## src/rtl/ripple_count_capture.sv

```systemverilog
// rtl/ripple_count_capture.sv - filters, differences and accumulates an asynchronous ripple counter value
module ripple_count_capture #(
    parameter int N      = 3,
    parameter int W      = 16,
    parameter int STABLE = 2
) (
    input  logic         clk_i,
    input  logic         reset_i,
    input  logic [N-1:0] cnt_i,
    input  logic         clr_i,
    input  logic         ready_i,
    output logic [W-1:0] count_o,
    output logic [N-1:0] delta_o,
    output logic         valid_o,
    output logic         ovf_o
);

    localparam int RW = 4;
    localparam logic [RW-1:0] STABLE_R = RW'(STABLE);

    typedef enum logic {INIT, TRACK} state_t;

    state_t         state, state_next;
    logic [N-1:0]   s1, s2;
    logic           fill1, fill2;
    logic [N-1:0]   cand;
    logic [RW-1:0]  run, run_next;
    logic [N-1:0]   baseline;
    logic           accept;

    logic [N-1:0]   d;
    logic           event_hit;
    logic           handshake;
    logic           hold_merge;
    logic [W:0]     count_sum;
    logic [N:0]     merge_sum;
    logic           merge_sat;

    // Two-flop synchronizer; fill1/fill2 mark when s2 holds a real sample
    // rather than its reset zero, so the filter never accepts that zero.
    always_ff @(posedge clk_i or negedge reset_i) begin
        if (!reset_i) begin
            s1    <= '0;
            s2    <= '0;
            fill1 <= 1'b0;
            fill2 <= 1'b0;
        end else begin
            s1    <= cnt_i;
            s2    <= s1;
            fill1 <= 1'b1;
            fill2 <= fill1;
        end
    end

    // Run-length of the current candidate, saturating at STABLE.
    always_comb begin
        run_next = run;
        if (fill2) begin
            if (s2 == cand)
                run_next = (run >= STABLE_R) ? STABLE_R : run + RW'(1);
            else
                run_next = RW'(1);
        end
    end

    assign accept = fill2 && (run_next == STABLE_R) && (run < STABLE_R);

    // Candidate register follows the synchronized value once samples are real.
    always_ff @(posedge clk_i or negedge reset_i) begin
        if (!reset_i) begin
            cand <= '0;
            run  <= '0;
        end else begin
            if (fill2)
                cand <= s2;
            run <= run_next;
        end
    end

    // FSM state register.
    always_ff @(posedge clk_i or negedge reset_i) begin
        if (!reset_i)
            state <= INIT;
        else
            state <= state_next;
    end

    // FSM next state: the first accepted value moves INIT to TRACK.
    always_comb begin
        state_next = state;
        if (accept)
            state_next = TRACK;
    end

    // FSM outputs: modulo increment, event qualification and merge arithmetic.
    // On accept cand equals s2, so s2 is the accepted value.
    always_comb begin
        d          = s2 - baseline;
        event_hit  = accept && (state == TRACK) && (d != '0);
        handshake  = valid_o && ready_i;
        hold_merge = valid_o && !ready_i;
        count_sum  = {1'b0, count_o} + {{(W + 1 - N){1'b0}}, d};
        merge_sum  = {1'b0, delta_o} + {1'b0, d};
        merge_sat  = merge_sum[N];
    end

    // Accumulator, pending delta and sticky overflow; clear wins over events.
    always_ff @(posedge clk_i or negedge reset_i) begin
        if (!reset_i) begin
            baseline <= '0;
            count_o  <= '0;
            delta_o  <= '0;
            valid_o  <= 1'b0;
            ovf_o    <= 1'b0;
        end else begin
            if (accept)
                baseline <= s2;
            if (clr_i) begin
                count_o <= '0;
                delta_o <= '0;
                valid_o <= 1'b0;
                ovf_o   <= 1'b0;
            end else if (event_hit) begin
                count_o <= count_sum[W-1:0];
                if (hold_merge) begin
                    delta_o <= merge_sat ? {N{1'b1}} : merge_sum[N-1:0];
                    ovf_o   <= ovf_o | count_sum[W] | merge_sat;
                end else begin
                    delta_o <= d;
                    valid_o <= 1'b1;
                    ovf_o   <= ovf_o | count_sum[W];
                end
            end else if (handshake) begin
                valid_o <= 1'b0;
            end
        end
    end

endmodule

```

## config.mk

```make
export PLATFORM = sky130hd
export DESIGN_NAME = ripple_count_capture
export DESIGN_NICKNAME = d
export VERILOG_FILES = /design/src/rtl/ripple_count_capture.sv
export SDC_FILE = /design/constraint.sdc
export NUM_CORES = 1
export LEC_CHECK = 0
export ABC_AREA = 1
export CORE_MARGIN = 5
export CORE_UTILIZATION = 50
export DETAILED_ROUTE_END_ITERATION = 7
export GPL_TIMING_DRIVEN = 0
export HOLD_SLACK_MARGIN = 0.03
export PLACE_DENSITY = 0.81
export SYNTH_ARGS = -nofsm -noshare
export SYNTH_HDL_FRONTEND = slang
export SYNTH_SLANG_ARGS = --single-unit
```

## constraint.sdc

```tcl
create_clock -name clk_i -period 2.2 [get_ports clk_i]
set_input_delay 0.22 -clock clk_i [delete_from_list [all_inputs] [get_ports clk_i]]
set_output_delay 0.22 -clock clk_i [all_outputs]
set_load 0.02 [all_outputs]
```

==> impl_results.md, run 1 <==
* Share of layout cells above drive strength 1 at 0.226
* Final Non-Filler Cells at 375
* Number of synthesized register bits at 40
* Violated checks: negative setup slack
* Wire per inst at 15.1 um
* Critical path required time at 2400 ps
* DP Cell Count at 353
* Clock Path Buffers at 2
* Sink Count at 40
* Arrival time at the worst endpoint at 2580 ps
* Max rail drop VDD at 0.000733 V
* Warnings, synthesis at 0
* Clock slew at reported path FFs at 80 ps
* Clock root cell: clkbuf_8
* # DRC at 0
* All-Layer GR Usage at 0.198
* Cells after Synth at 273
* GRT overflow at 0
* R2r endpoint: count_o[9]$_DFFE_PN0P_
* First-pass GRT wire length at 9740 um
* Synth Flop Type: dfrtp_1
* Die height at 78.3 um
* TritonCTS clock tree: done
* Highest Clock Rate at 419 MHz
* # IOs at 28
* Post-DRT Antenna Nets at 0
* Final hold vios at 0
* Vias at 2055
* RR Startpoint: s2[0]$_DFF_PN0_
* Critical setup path kind: reg -> reg
* Final setup viols at 18
* Layout Nets at 341
* Power Total at 2.58 mW
* Largest net degree at the start of global routing at 22
* Clock H-tree levels at 2
* Placed Area at 2770 um^2
* Pwr Density at 820 nW/um^2
* Via density at 5.48
* Fin area at 3150 um^2
* Crit Path Max Fanout at 4
* Avg Inst Size Synth at 8.55 um^2
* HP Start: s1[0]$_DFF_PN0_
* Vias in the first global route at 2086
* Syn nets at 292
* Fillers at 301
* Dpl hpwl at 3540 um
* Hold path depth at 0
* Antenna violations before repair at 0
* Lkg Pwr at 1.50 nW
* First-pass DRT Iterations at 4
* RSZ-0062 raised after global routing: yes
* Die X at 78.3 um
* Site Rows at 24
* Insertion delay to the later sink of the worst-skew pair at 300 ps
* Core area at 4440 um^2
* Worst-Margin Slew at 518 ps
* Fin worst setup slack at -187 ps
* Initial core utilization at 0.525
* Die footprint at 6130 um^2
* Most frequent cells in the layout: nand2_1, dfrtp_1, inv_1
* Synth cell types at 31
* Crit path capture type: register
* Ant. Diodes at 0
* Area grow syn2layout at 34.9%
* R2R setup slack at -190 ps
* Fin Clk Skew at 9.85 ps
* Worst slew margin at 0.655
* R2R cell count at 15
* Routability congestion estimate at 0.869
* Tcrit/Tclk final at 1.09
* Hold slack final at 351 ps
* Worst setup SP type: register
* Slew Viols, Final at 0
* Total wire length at 5680 um
* WHS Endpoint: s2[0]$_DFF_PN0_
* Minimum clock period at 2390 ps
* Maxcap violations at 0
* Commonest non-fill, non-tap cell in the layout: nand2_1
* Ys async rst share at 1.00
* Place WS at -236 ps
* Sequential fraction of the synthesis area at 0.429
* Buffers on Ports at 27
* Outcome: complete, but fails checks
* Post-synth EDFFs at 0
* Cts bufs inserted at 5
* Worst hold path type: reg -> reg
* Mapped Area at 2330 um^2
* Drt first-iter violations at 251
==> report_power, final <==
group          leakage (nW)  internal, mW  switching (mW)
Sequential            0.518         0.795          0.0494
Clock                0.0434         0.254           0.279
Combinational         0.939         0.581           0.623
==> layer usage <==
metal,wire length (um),share of wire,global-route usage,up-vias
met1,2510,0.44,0.256,997
met2,2820,0.50,0.324,57
met4,109,0.019,0.0804,0
met3,239,0.042,0.0446,14
met5,0,0,0,-
li1,-,-,-,987
==> through the flow <==
step / util / setup TNS (ps)
after floorplan: - / -82.2
after global placement: 0.619 / -6190
after detailed placement: 0.624 / -2250
after CTS: 0.685 / -1200
after global routing: 0.708 / -4220
final: 0.708 / -2220
==> critical path, cell delays in order (launching register included) <==
cell     delay, ps
dfrtp_1        390
inv_2           90
ha_4           130
inv_2           30
fa_2           390
xor2_4         180
ha_4           340
nand3_4        100
nand2_4        120
nand2_4         80
nor2_2         130
nand2_1         90
nand2_1         70
inv_1           40
nand4_1         50
nand2_1         50
==> cell usage after synthesis, drive strengths merged (4+ instances only) <==
master	count	share of area
nor3	4	0.0086
o21ai	8	0.017
a21oi	10	0.025
xor2	8	0.030
nor2	19	0.038
dfrtp	40	0.43
nand2	63	0.11
xnor2	8	0.030
nand4	22	0.059
nand3	30	0.071
buf	10	0.038
ha	9	0.048
inv	32	0.051
==> registers in the layout, indices dropped and copies added (netlist names) <==
register and cells:
baseline 3, cand 3, count_o 16, delta_o 3, fill1 1, fill2 1, ovf_o 1, run 4
s1 3, s2 3, state 1, valid_o 1
==> cells by family (layout without fill, tap and decap cells) <==
group                      count (synthesis)  after routing  share of synthesized area
and+or+nand+nor                          141            141                      0.296
buffers and inverters                     43             93                     0.0911
DFF                                       40             40                      0.429
AOI/OAI and AO/OA                         20             20                     0.0483
xor gates and xnor gates                  16             16                     0.0601
adders and majority gates                 12             12                     0.0740
other                                      1              1                    0.00161
==> final cells by class <==
| cell class | count | area, um^2 | share of cell area |
|---|---|---|---|
| clock buffer | 6 | 82.6 | 0.0262 |
| buffer | 11 | 96.3 | 0.0306 |
| inverter | 32 | 120 | 0.0382 |
| multi-input combinational | 190 | 1340 | 0.427 |
| tap | 52 | 65.1 | 0.0207 |
| clock inverter | 2 | 15.0 | 0.00477 |
| sequential | 40 | 1000 | 0.318 |
| timing repair buffer | 42 | 424 | 0.135 |
==> worst max-delay path by stage <==
stage                          from                      end  slack, ps  depth (start not counted)
detailed placement  s2[0]$_DFF_PN0_        ovf_o$_DFFE_PN0P_       -240                         12
global placement    s2[0]$_DFF_PN0_        ovf_o$_DFFE_PN0P_       -200                         12
floorplan           s2[0]$_DFF_PN0_  count_o[14]$_DFFE_PN0P_        -30                         13
global route        s2[0]$_DFF_PN0_   count_o[6]$_DFFE_PN0P_       -320                         13
finish              s2[0]$_DFF_PN0_   count_o[9]$_DFFE_PN0P_       -190                         15
CTS                 s2[0]$_DFF_PN0_   delta_o[2]$_DFFE_PN0P_       -110                         12
==> timing repair <==
| action | 4_1_cts | 5_1_grt |
|---|---|---|
| endpoints found under the hold margin | 19 | 0 |
| hold buffers | 1 | 0 |
| pin swaps | 30 | 23 |
| gates cloned | 0 | 0 |
| gates resized for setup | 18 | 9 |
| endpoints found under the setup margin | 17 | 20 |
| setup buffers | 8 | 5 |
Power figures use the tool's default switching activity.
==> run 2, diff against run 1 <==
--- a/config.mk
+++ b/config.mk
@@ -6,7 +6,7 @@
 export NUM_CORES = 1
 export LEC_CHECK = 0
 export ABC_AREA = 1
-export CORE_MARGIN = 5
+export CORE_MARGIN = 2
 export CORE_UTILIZATION = 50
 export DETAILED_ROUTE_END_ITERATION = 7
 export GPL_TIMING_DRIVEN = 0
==> run 2 against run 1 <==
Net effect: the run still ends with negative setup slack left; die area shrank 15%; sequential power is essentially flat; clock-buffer cell count shrank 1; core utilization shrank 0.057 points; setup slack lost 99 ps; maximum frequency shrank 4.0%; critical path depth shrank 3; hold slack lost 310 ps; highest routed layer unchanged; sequential share of layout area grew 0.24 points.
==> impl_results.md, run 2 (same netlist as run 1, synthesis figures left out) <==
* Crit path largest cell delay at 660 ps
* GR peak layer: met2
* Post-DRT Antenna Nets at 0
* Vias at 2117
* Routability congestion estimate at 0.919
* Met2 Track Usage GR at 0.391
* Dpl hpwl at 3660 um
* Fin Clk Skew at 3.91 ps
* Insertion delay to the later sink of the worst-skew pair at 300 ps
* Crit path capture type: register
* First-pass DRT Iterations at 4
* RSZ-0062 raised after global routing: yes
* Buffers on Ports at 27
* Final setup viols at 17
* Clock slew at reported path FFs at 80 ps
* Clock H-tree levels at 2
* Violated checks: negative setup slack
* Place WS at -248 ps
* Worst setup SP type: register
* Wire per inst at 16.5 um
* Commonest non-fill, non-tap cell in the layout: nand2_1
* Critical path required time at 2440 ps
* Drt first-iter violations at 166
* Slowest CP cell: fa_2
* Cts bufs inserted at 5
* Fin worst setup slack at -287 ps
* Largest net degree at the start of global routing at 41
* Area grow syn2layout at 33.9%
* Clock Path Buffers at 2
* Worst hold path type: in -> async
* Clock root cell: clkbuf_8
* Lkg Pwr at 1.51 nW
* All-Layer GR Usage at 0.246
* Vias in the first global route at 1974
* # DRC at 0
* Die height at 72.3 um
* Final hold vios at 0
* Max rail drop VDD at 0.000597 V
* Via density at 5.66
* Final Core Density at 0.708
* First-pass GRT wire length at 9780 um
* Most frequent cells in the layout: nand2_1, dfrtp_1, inv_1, clkdlybuf4s50_1
* Worst-Margin Slew at 891 ps
* Grt met1 use at 0.323
* Maxcap violations at 0
* Number of flip-flops in the largest register at 16
* Tcrit/Tclk final at 1.13
* Site Rows at 24
* Slew Viols, Final at 0
* Critical setup path kind: reg -> reg
* Minimum clock period at 2490 ps
* # IOs at 28
* TritonCTS clock tree: done
* Antenna violations before repair at 0
* Grt met3 use at 0.0583
* Cell Chain, Critical Path: inv_2 -> ha_4 -> inv_2 -> fa_2 -> fa_2 -> nand3_4 -> nand2_4 -> nand3_4 -> nor2_4 -> xor2_1 -> nand4_1 -> nand2_1
* Largest registers: count_o (16), run (4)
* Cts hold-fix bufs at 0
* Crit Path Max Fanout at 5
* Fillers at 313
* Share of layout cells above drive strength 1 at 0.230
* Core area at 4410 um^2
* Worst slew margin at 0.406
* Pwr Density at 807 nW/um^2
* Power Total at 2.52 mW
* Layout Nets at 341
* GRT overflow at 0
* Die X at 72.3 um
* Highest Clock Rate at 402 MHz
* Total wire length at 6170 um
* Initial core utilization at 0.529
* Sink Count at 40
* Ant. Diodes at 0
* Outcome: complete, but fails checks
* Arrival time at the worst endpoint at 2720 ps
* Biggest register: count_o
* Die footprint at 5230 um^2
[run 2: path summary, 6_finish.rpt]
| check | cells past startpoint | slack [ps] | start | end |
|---|---|---|---|---|
| max | 12 | -290 | s2[0]$_DFF_PN0_ | count_o[14]$_DFFE_PN0P_ |
| min | 1 | 40 | reset_i | cand[0]$_DFFE_PN0P_ |
| max reg2reg | 12 | -290 | s2[0]$_DFF_PN0_ | count_o[14]$_DFFE_PN0P_ |
| min reg2reg | 0 | 350 | s1[2]$_DFF_PN0_ | s2[2]$_DFF_PN0_ |
| max in group asynchronous | 1 | 1600 | reset_i | count_o[9]$_DFFE_PN0P_ |
| min in group clk_i | 1 | 350 | cnt_i[1] | s1[1]$_DFF_PN0_ |
[run 2: cell type report]
class                           instances  area, um^2  area share
Multi-Input combinational cell        190        1350       0.432
Sequential cell                        40        1000       0.320
Timing Repair Buffer                   42         410       0.131
Inverter                               32         120      0.0384
Buffer                                 11        96.3      0.0308
Clock buffer                            5        68.8      0.0220
Tap cell                               52        65.1      0.0208
Clock inverter                          2        12.5     0.00400
[run 2: worst max-delay path: cells and delay by family (launching register included)]
family / cells / cell delay, ps
XOR/XNOR: 1 / 160
adder cells (fa/ha/maj): 3 / 1070
buffers and inverters: 2 / 110
flip-flops: 1 / 400
AND/OR/NAND/NOR: 6 / 670
[run 2: power breakdown]
part	internal (mW)	switching, mW	total (mW)
Combinational	0.548	0.646	1.19
Clock	0.215	0.264	0.479
Sequential	0.795	0.0521	0.847
[run 2: repair_timing]
| item | CTS | global route |
|---|---|---|
| buffers inserted | 9 | 6 |
| setup endpoints to repair | 17 | 20 |
| pin swaps | 17 | 24 |
| resized for setup | 17 | 14 |
[run 2: metal layers]
metal / vias to the layer above / wire length [um]
li1: 989 / -
met1: 1016 / 2530
met2: 89 / 3000
met3: 23 / 423
met4: 0 / 210
met5: - / 0
[run 2: per-stage QoR]
stage	cells	area (um^2)	setup TNS [ps]	hold WS (ps)
floorplan	273	2420	-82.2	-75.6
global placement	352	2750	-4810	332
detailed placement	352	2750	-2420	335
CTS	368	2980	-1580	74.8
global route	374	3120	-5400	125
finish	374	3120	-3490	36.8
